### config.mk
export PLATFORM = sky130hd
export DESIGN_NAME = uart_cmd_sequencer
export DESIGN_NICKNAME = d
export VERILOG_FILES = /design/src/rtl/uart_cmd_sequencer.sv
export SDC_FILE = /design/constraint.sdc
export NUM_CORES = 1
export LEC_CHECK = 0
export CORE_MARGIN = 2
export CORE_UTILIZATION = 59
export CTS_CLUSTER_SIZE = 25
export DETAILED_ROUTE_END_ITERATION = 8
export DONT_BUFFER_PORTS = 1
export PLACE_DENSITY = 0.75
export SLEW_MARGIN = 10
export SYNTH_ARGS = -nofsm -noshare
export SYNTH_HDL_FRONTEND = slang
export SYNTH_SLANG_ARGS = --single-unit
### constraint.sdc
create_clock -name i_CLK -period 3.65 [get_ports i_CLK]
set_input_delay 0.1825 -clock i_CLK [delete_from_list [all_inputs] [get_ports i_CLK]]
set_output_delay 0.1825 -clock i_CLK [all_outputs]
set_load 0.03 [all_outputs]
### src/rtl/uart_cmd_sequencer.sv
// UART command sequencer: frames the received byte stream into
// SYNC/CMD/DATA/CHK packets, validates them and drives the Pong
// game-control registers. Every output is driven straight from a flop.
module uart_cmd_sequencer #(
    parameter logic [7:0] SYNC_BYTE      = 8'hA5,
    parameter int         TIMEOUT_CYCLES = 50000
) (
    input  logic       i_CLK,
    input  logic       i_RST_N,
    input  logic       i_DataValid,
    input  logic [7:0] i_Rx_Byte,
    output logic [1:0] o_P1_Dir,
    output logic [1:0] o_P2_Dir,
    output logic       o_Start,
    output logic       o_Paused,
    output logic [3:0] o_BallSpeed,
    output logic       o_CmdValid,
    output logic       o_ErrPulse,
    output logic [7:0] o_ErrCount
);

    localparam logic [15:0] TIMEOUT_LAST = 16'(TIMEOUT_CYCLES - 1);

    typedef enum logic [2:0] {
        IDLE,
        GET_CMD,
        GET_DATA,
        GET_CHK,
        EXEC
    } state_t;

    state_t      state_q, state_d;
    logic [15:0] timer_q, timer_d;
    logic [7:0]  cmd_q, cmd_d;
    logic [7:0]  data_q, data_d;
    logic        exec_q, exec_d;
    logic [1:0]  p1_dir_q, p1_dir_d;
    logic [1:0]  p2_dir_q, p2_dir_d;
    logic        start_q, start_d;
    logic        paused_q, paused_d;
    logic [3:0]  speed_q, speed_d;
    logic        cmd_valid_q, cmd_valid_d;
    logic        err_pulse_q, err_pulse_d;
    logic [7:0]  err_count_q, err_count_d;
    logic [7:0]  chk_expected;
    logic        err_event;

    // Next-state logic: packet framing, inter-byte timeout, and the decode
    // stage that applies a validated command one cycle after EXEC.
    always_comb begin
        state_d      = state_q;
        timer_d      = timer_q;
        cmd_d        = cmd_q;
        data_d       = data_q;
        exec_d       = 1'b0;
        p1_dir_d     = p1_dir_q;
        p2_dir_d     = p2_dir_q;
        start_d      = 1'b0;
        paused_d     = paused_q;
        speed_d      = speed_q;
        cmd_valid_d  = 1'b0;
        err_pulse_d  = 1'b0;
        err_count_d  = err_count_q;
        err_event    = 1'b0;
        chk_expected = cmd_q + data_q;

        case (state_q)
            IDLE: begin
                timer_d = '0;
                if (i_DataValid && (i_Rx_Byte == SYNC_BYTE)) begin
                    state_d = GET_CMD;
                end
            end
            GET_CMD: begin
                if (i_DataValid) begin
                    cmd_d   = i_Rx_Byte;
                    timer_d = '0;
                    state_d = GET_DATA;
                end
            end
            GET_DATA: begin
                if (i_DataValid) begin
                    data_d  = i_Rx_Byte;
                    timer_d = '0;
                    state_d = GET_CHK;
                end
            end
            GET_CHK: begin
                if (i_DataValid) begin
                    timer_d = '0;
                    if (i_Rx_Byte == chk_expected) begin
                        state_d = EXEC;
                    end else begin
                        state_d   = IDLE;
                        err_event = 1'b1;
                    end
                end
            end
            EXEC: begin
                exec_d  = 1'b1;
                timer_d = '0;
                state_d = IDLE;
            end
            default: begin
                timer_d = '0;
                state_d = IDLE;
            end
        endcase

        if ((state_q == GET_CMD || state_q == GET_DATA || state_q == GET_CHK)
            && !i_DataValid) begin
            if (timer_q == TIMEOUT_LAST) begin
                timer_d   = '0;
                state_d   = IDLE;
                err_event = 1'b1;
            end else begin
                timer_d = timer_q + 16'd1;
            end
        end

        if (exec_q) begin
            case (cmd_q)
                8'h01: begin
                    p1_dir_d    = (data_q[1:0] == 2'b11) ? 2'b00 : data_q[1:0];
                    cmd_valid_d = 1'b1;
                end
                8'h02: begin
                    p2_dir_d    = (data_q[1:0] == 2'b11) ? 2'b00 : data_q[1:0];
                    cmd_valid_d = 1'b1;
                end
                8'h10: begin
                    start_d     = 1'b1;
                    cmd_valid_d = 1'b1;
                end
                8'h11: begin
                    paused_d    = ~paused_q;
                    cmd_valid_d = 1'b1;
                end
                8'h20: begin
                    speed_d     = (data_q[3:0] == 4'd0) ? 4'd1 : data_q[3:0];
                    cmd_valid_d = 1'b1;
                end
                default: begin
                    err_event = 1'b1;
                end
            endcase
        end

        if (err_event) begin
            err_pulse_d = 1'b1;
            if (err_count_q != 8'hFF) begin
                err_count_d = err_count_q + 8'd1;
            end
        end
    end

    // State and output registers with synchronous active-low reset.
    always_ff @(posedge i_CLK) begin
        if (!i_RST_N) begin
            state_q     <= IDLE;
            timer_q     <= '0;
            cmd_q       <= '0;
            data_q      <= '0;
            exec_q      <= 1'b0;
            p1_dir_q    <= 2'b00;
            p2_dir_q    <= 2'b00;
            start_q     <= 1'b0;
            paused_q    <= 1'b0;
            speed_q     <= 4'd4;
            cmd_valid_q <= 1'b0;
            err_pulse_q <= 1'b0;
            err_count_q <= 8'd0;
        end else begin
            state_q     <= state_d;
            timer_q     <= timer_d;
            cmd_q       <= cmd_d;
            data_q      <= data_d;
            exec_q      <= exec_d;
            p1_dir_q    <= p1_dir_d;
            p2_dir_q    <= p2_dir_d;
            start_q     <= start_d;
            paused_q    <= paused_d;
            speed_q     <= speed_d;
            cmd_valid_q <= cmd_valid_d;
            err_pulse_q <= err_pulse_d;
            err_count_q <= err_count_d;
        end
    end

    assign o_P1_Dir    = p1_dir_q;
    assign o_P2_Dir    = p2_dir_q;
    assign o_Start     = start_q;
    assign o_Paused    = paused_q;
    assign o_BallSpeed = speed_q;
    assign o_CmdValid  = cmd_valid_q;
    assign o_ErrPulse  = err_pulse_q;
    assign o_ErrCount  = err_count_q;

endmodule

==> metrics.txt <==
row cnt=24; final design utilization=0.674; Worst-Skew Late Latency=0.30 ns; post-synth top area share=0.407; Max H-tree Level=2; DR vias/cell=5.87; placed cell area=2790 um2; Final setup viols=0; fin. max-slew vios=0; Post-synth top flop=dfxtp_1; clock-pin slew on the worst setup and hold paths=0.09 ns; post-CTS resize count=0; initial core utilization=0.624; number of antenna cells inserted=0; skew final=0.00534 ns; largest net degree at the start of global routing=36; Seq/Total Area, Yosys=0.407; Synth Area per Inst=9.00 um2; leakage power=1.06 nW; GPL Wtd Cong=0.837; YS warnings=0; initial DRC count=143; placed wire-length estimate=3770 um; net count after synthesis=327; post-synthesis async set-or-reset flop share=0; drt drc=0; largest area contributor in the synthesized netlist=dfxtp_1; Least-Margin Pin Slew=0.984 ns; Slew headroom=0.339; GRT Residual Overflow=0; Unique masters post-synth=47; number of synthesized register bits=56; final hold vios=0; GRT Total Usage=0.229; Tot Pwr=1.07 mW; Post-synth EDFFs=0; Hold Path Class=in2reg; TritonCTS Buffers=5; Max Fclk=0.344 GHz; Post-DRT Antenna Nets=0; setup_tns=0 ns; Worst EP arrival=3.14 ns; core area=4410 um2; synth top area cells=dfxtp_1, nor2_1, mux2i_1; Crit Path Max Fanout=17; combined area of the multi-input logic cells=1570 um2; Tmin final=2.91 ns; initial antenna violation count=0; I/O Buffers=0; Setup Buffers After CTS=0; pwr/cell area=360 nW/um2; Routed WL=5410 um; global-route wire length before repair=9490 um; Sink Count=56; startpoint types=flop; mean routed wirelength per cell=14.8 um; outcome=complete, no violations; final worst-path setup slack=0.741 ns; Crit. End Element=flop; RSZ-0062 raised after global routing=false; Die X=72.3 um; I/O Pins=31; layout cells sized above 1=0.0639; Max-cap violations=0; Tcrit/Tclk final=0.797; Worst Path Required=3.88 ns; worst vdd ir=0.274 mV; Reg area=1120 um2; die area=5230 um2; hold buffers post-CTS=5; pre-CTS WS=0.773 ns; final instance area=2980 um2; TritonCTS clock tree=done; P&R area growth vs syn=8.14%; Crit Path Class=reg2reg; Post-Synthesis Cells=306; filler instances=391; vias in the first global route=2,040; die height=72.3 um; CTS max path bufs=2; Root Driver=clkbuf_8; Post-layout nets=333; Mapped Area=2750 um2; vias post-DR=2,142; first drt pass iteration count=4
## Yosys cell counts, types with 2 or more instances
cell,count
xor2_1,13
nand2_1,25
xnor2_1,15
buf_6,2
nor2b_1,3
mux2i_1,16
nand3b_1,2
a211oi_2,2
o211a_1,2
or4_1,8
o21bai_1,2
nor4_1,2
o21ai_0,6
nand3_1,14
nor4b_1,4
ha_1,9
clkbuf_1,7
dfxtp_1,56
or3_1,5
nor2_1,45
nand2b_1,2
or2_2,2
o31ai_1,5
inv_1,5
and3_1,5
nand4_1,4
a211oi_1,2
nor3_1,7
a21oi_1,18
## worst max-delay path, stage by stage (launching register included)
cell	delay, ns
dfxtp_1	0.42
ha_1	0.29
fa_1	0.42
a211oi_2	0.29
nand4bb_1	0.17
nand3_1	0.07
o211ai_1	0.20
and4bb_4	0.32
or4_1	0.51
a21oi_1	0.16
## flip-flops by register name, summed over array words and instances (netlist names)
signal and cells:
exec_q 1, data_q 8, o_P2_Dir 2, timer_q 16, o_BallSpeed 4, o_CmdValid 1
o_ErrPulse 1, o_Start 1, cmd_q 8, o_Paused 1, o_ErrCount 8, o_P1_Dir 2
state_q 3
## through the flow
step                hold slack (ns)  std cells
floorplan                     0.244        306
global placement              0.248        351
detailed placement            0.250        351
CTS                         0.00156        364
global route                0.00661        365
finish                      0.00769        365
## kinds of logic (layout without fill, tap and decap cells)
family,Yosys count,in the layout,synth area share
flops,56,56,0.407
xor+xnor,28,28,0.0891
fa+ha+maj,10,10,0.0482
buf+inv,15,22,0.0259
mux,16,16,0.0582
compound gates,44,44,0.106
simple gates,137,137,0.265
## power breakdown
| part | internal (mW) | switching, mW |
|---|---|---|
| Combinational | 0.0122 | 0.0130 |
| Clock | 0.242 | 0.194 |
| Sequential | 0.611 | 0.000193 |
| Total | 0.865 | 0.207 |
## layer usage
layer | track usage | share of wire
met2 | 0.359 | 0.46
met4 | 0.0566 | 0.0089
met3 | 0.0528 | 0.050
met1 | 0.321 | 0.48
met5 | 0 | 0
## layout by cell type (no fill, tap or decap), types with 3 or more instances in the layout
master and n:
a21oi_1 18, xor2_1 13, nand4_1 4, nor2b_1 3, xnor2_1 15, mux2i_1 16, dlygate4sd3_1 6, nor3_1 7
nand2_1 25, ha_1 9, or3_1 5, o21ai_0 6, inv_1 5, dfxtp_1 56, o31ai_1 5, nor2_1 45
or4_1 8, clkbuf_8 7, nor4b_1 3, nand3_1 14, and3_1 5
## worst paths after layout
kind | startpoint | end | slack (ns) | cells after the start
worst max-delay path | cmd_q[0] | o_ErrCount[3] | 0.74 | 9
worst min register to register | timer_q[0] | timer_q[0] | 0.46 | 1
worst max register to register | cmd_q[0] | o_ErrCount[3] | 0.74 | 9
worst min-delay path | i_Rx_Byte[5] | cmd_q[5] | 0.008 | 2
## final cells by class
cell class	count	area share
sequential	56	0.377
tap	52	0.0219
multi-input combinational	235	0.526
clock inverter	1	0.0101
clock buffer	7	0.0324
timing repair buffer	8	0.0252
inverter	6	0.00757
Note: power is estimated with default switching activity, not from simulation.
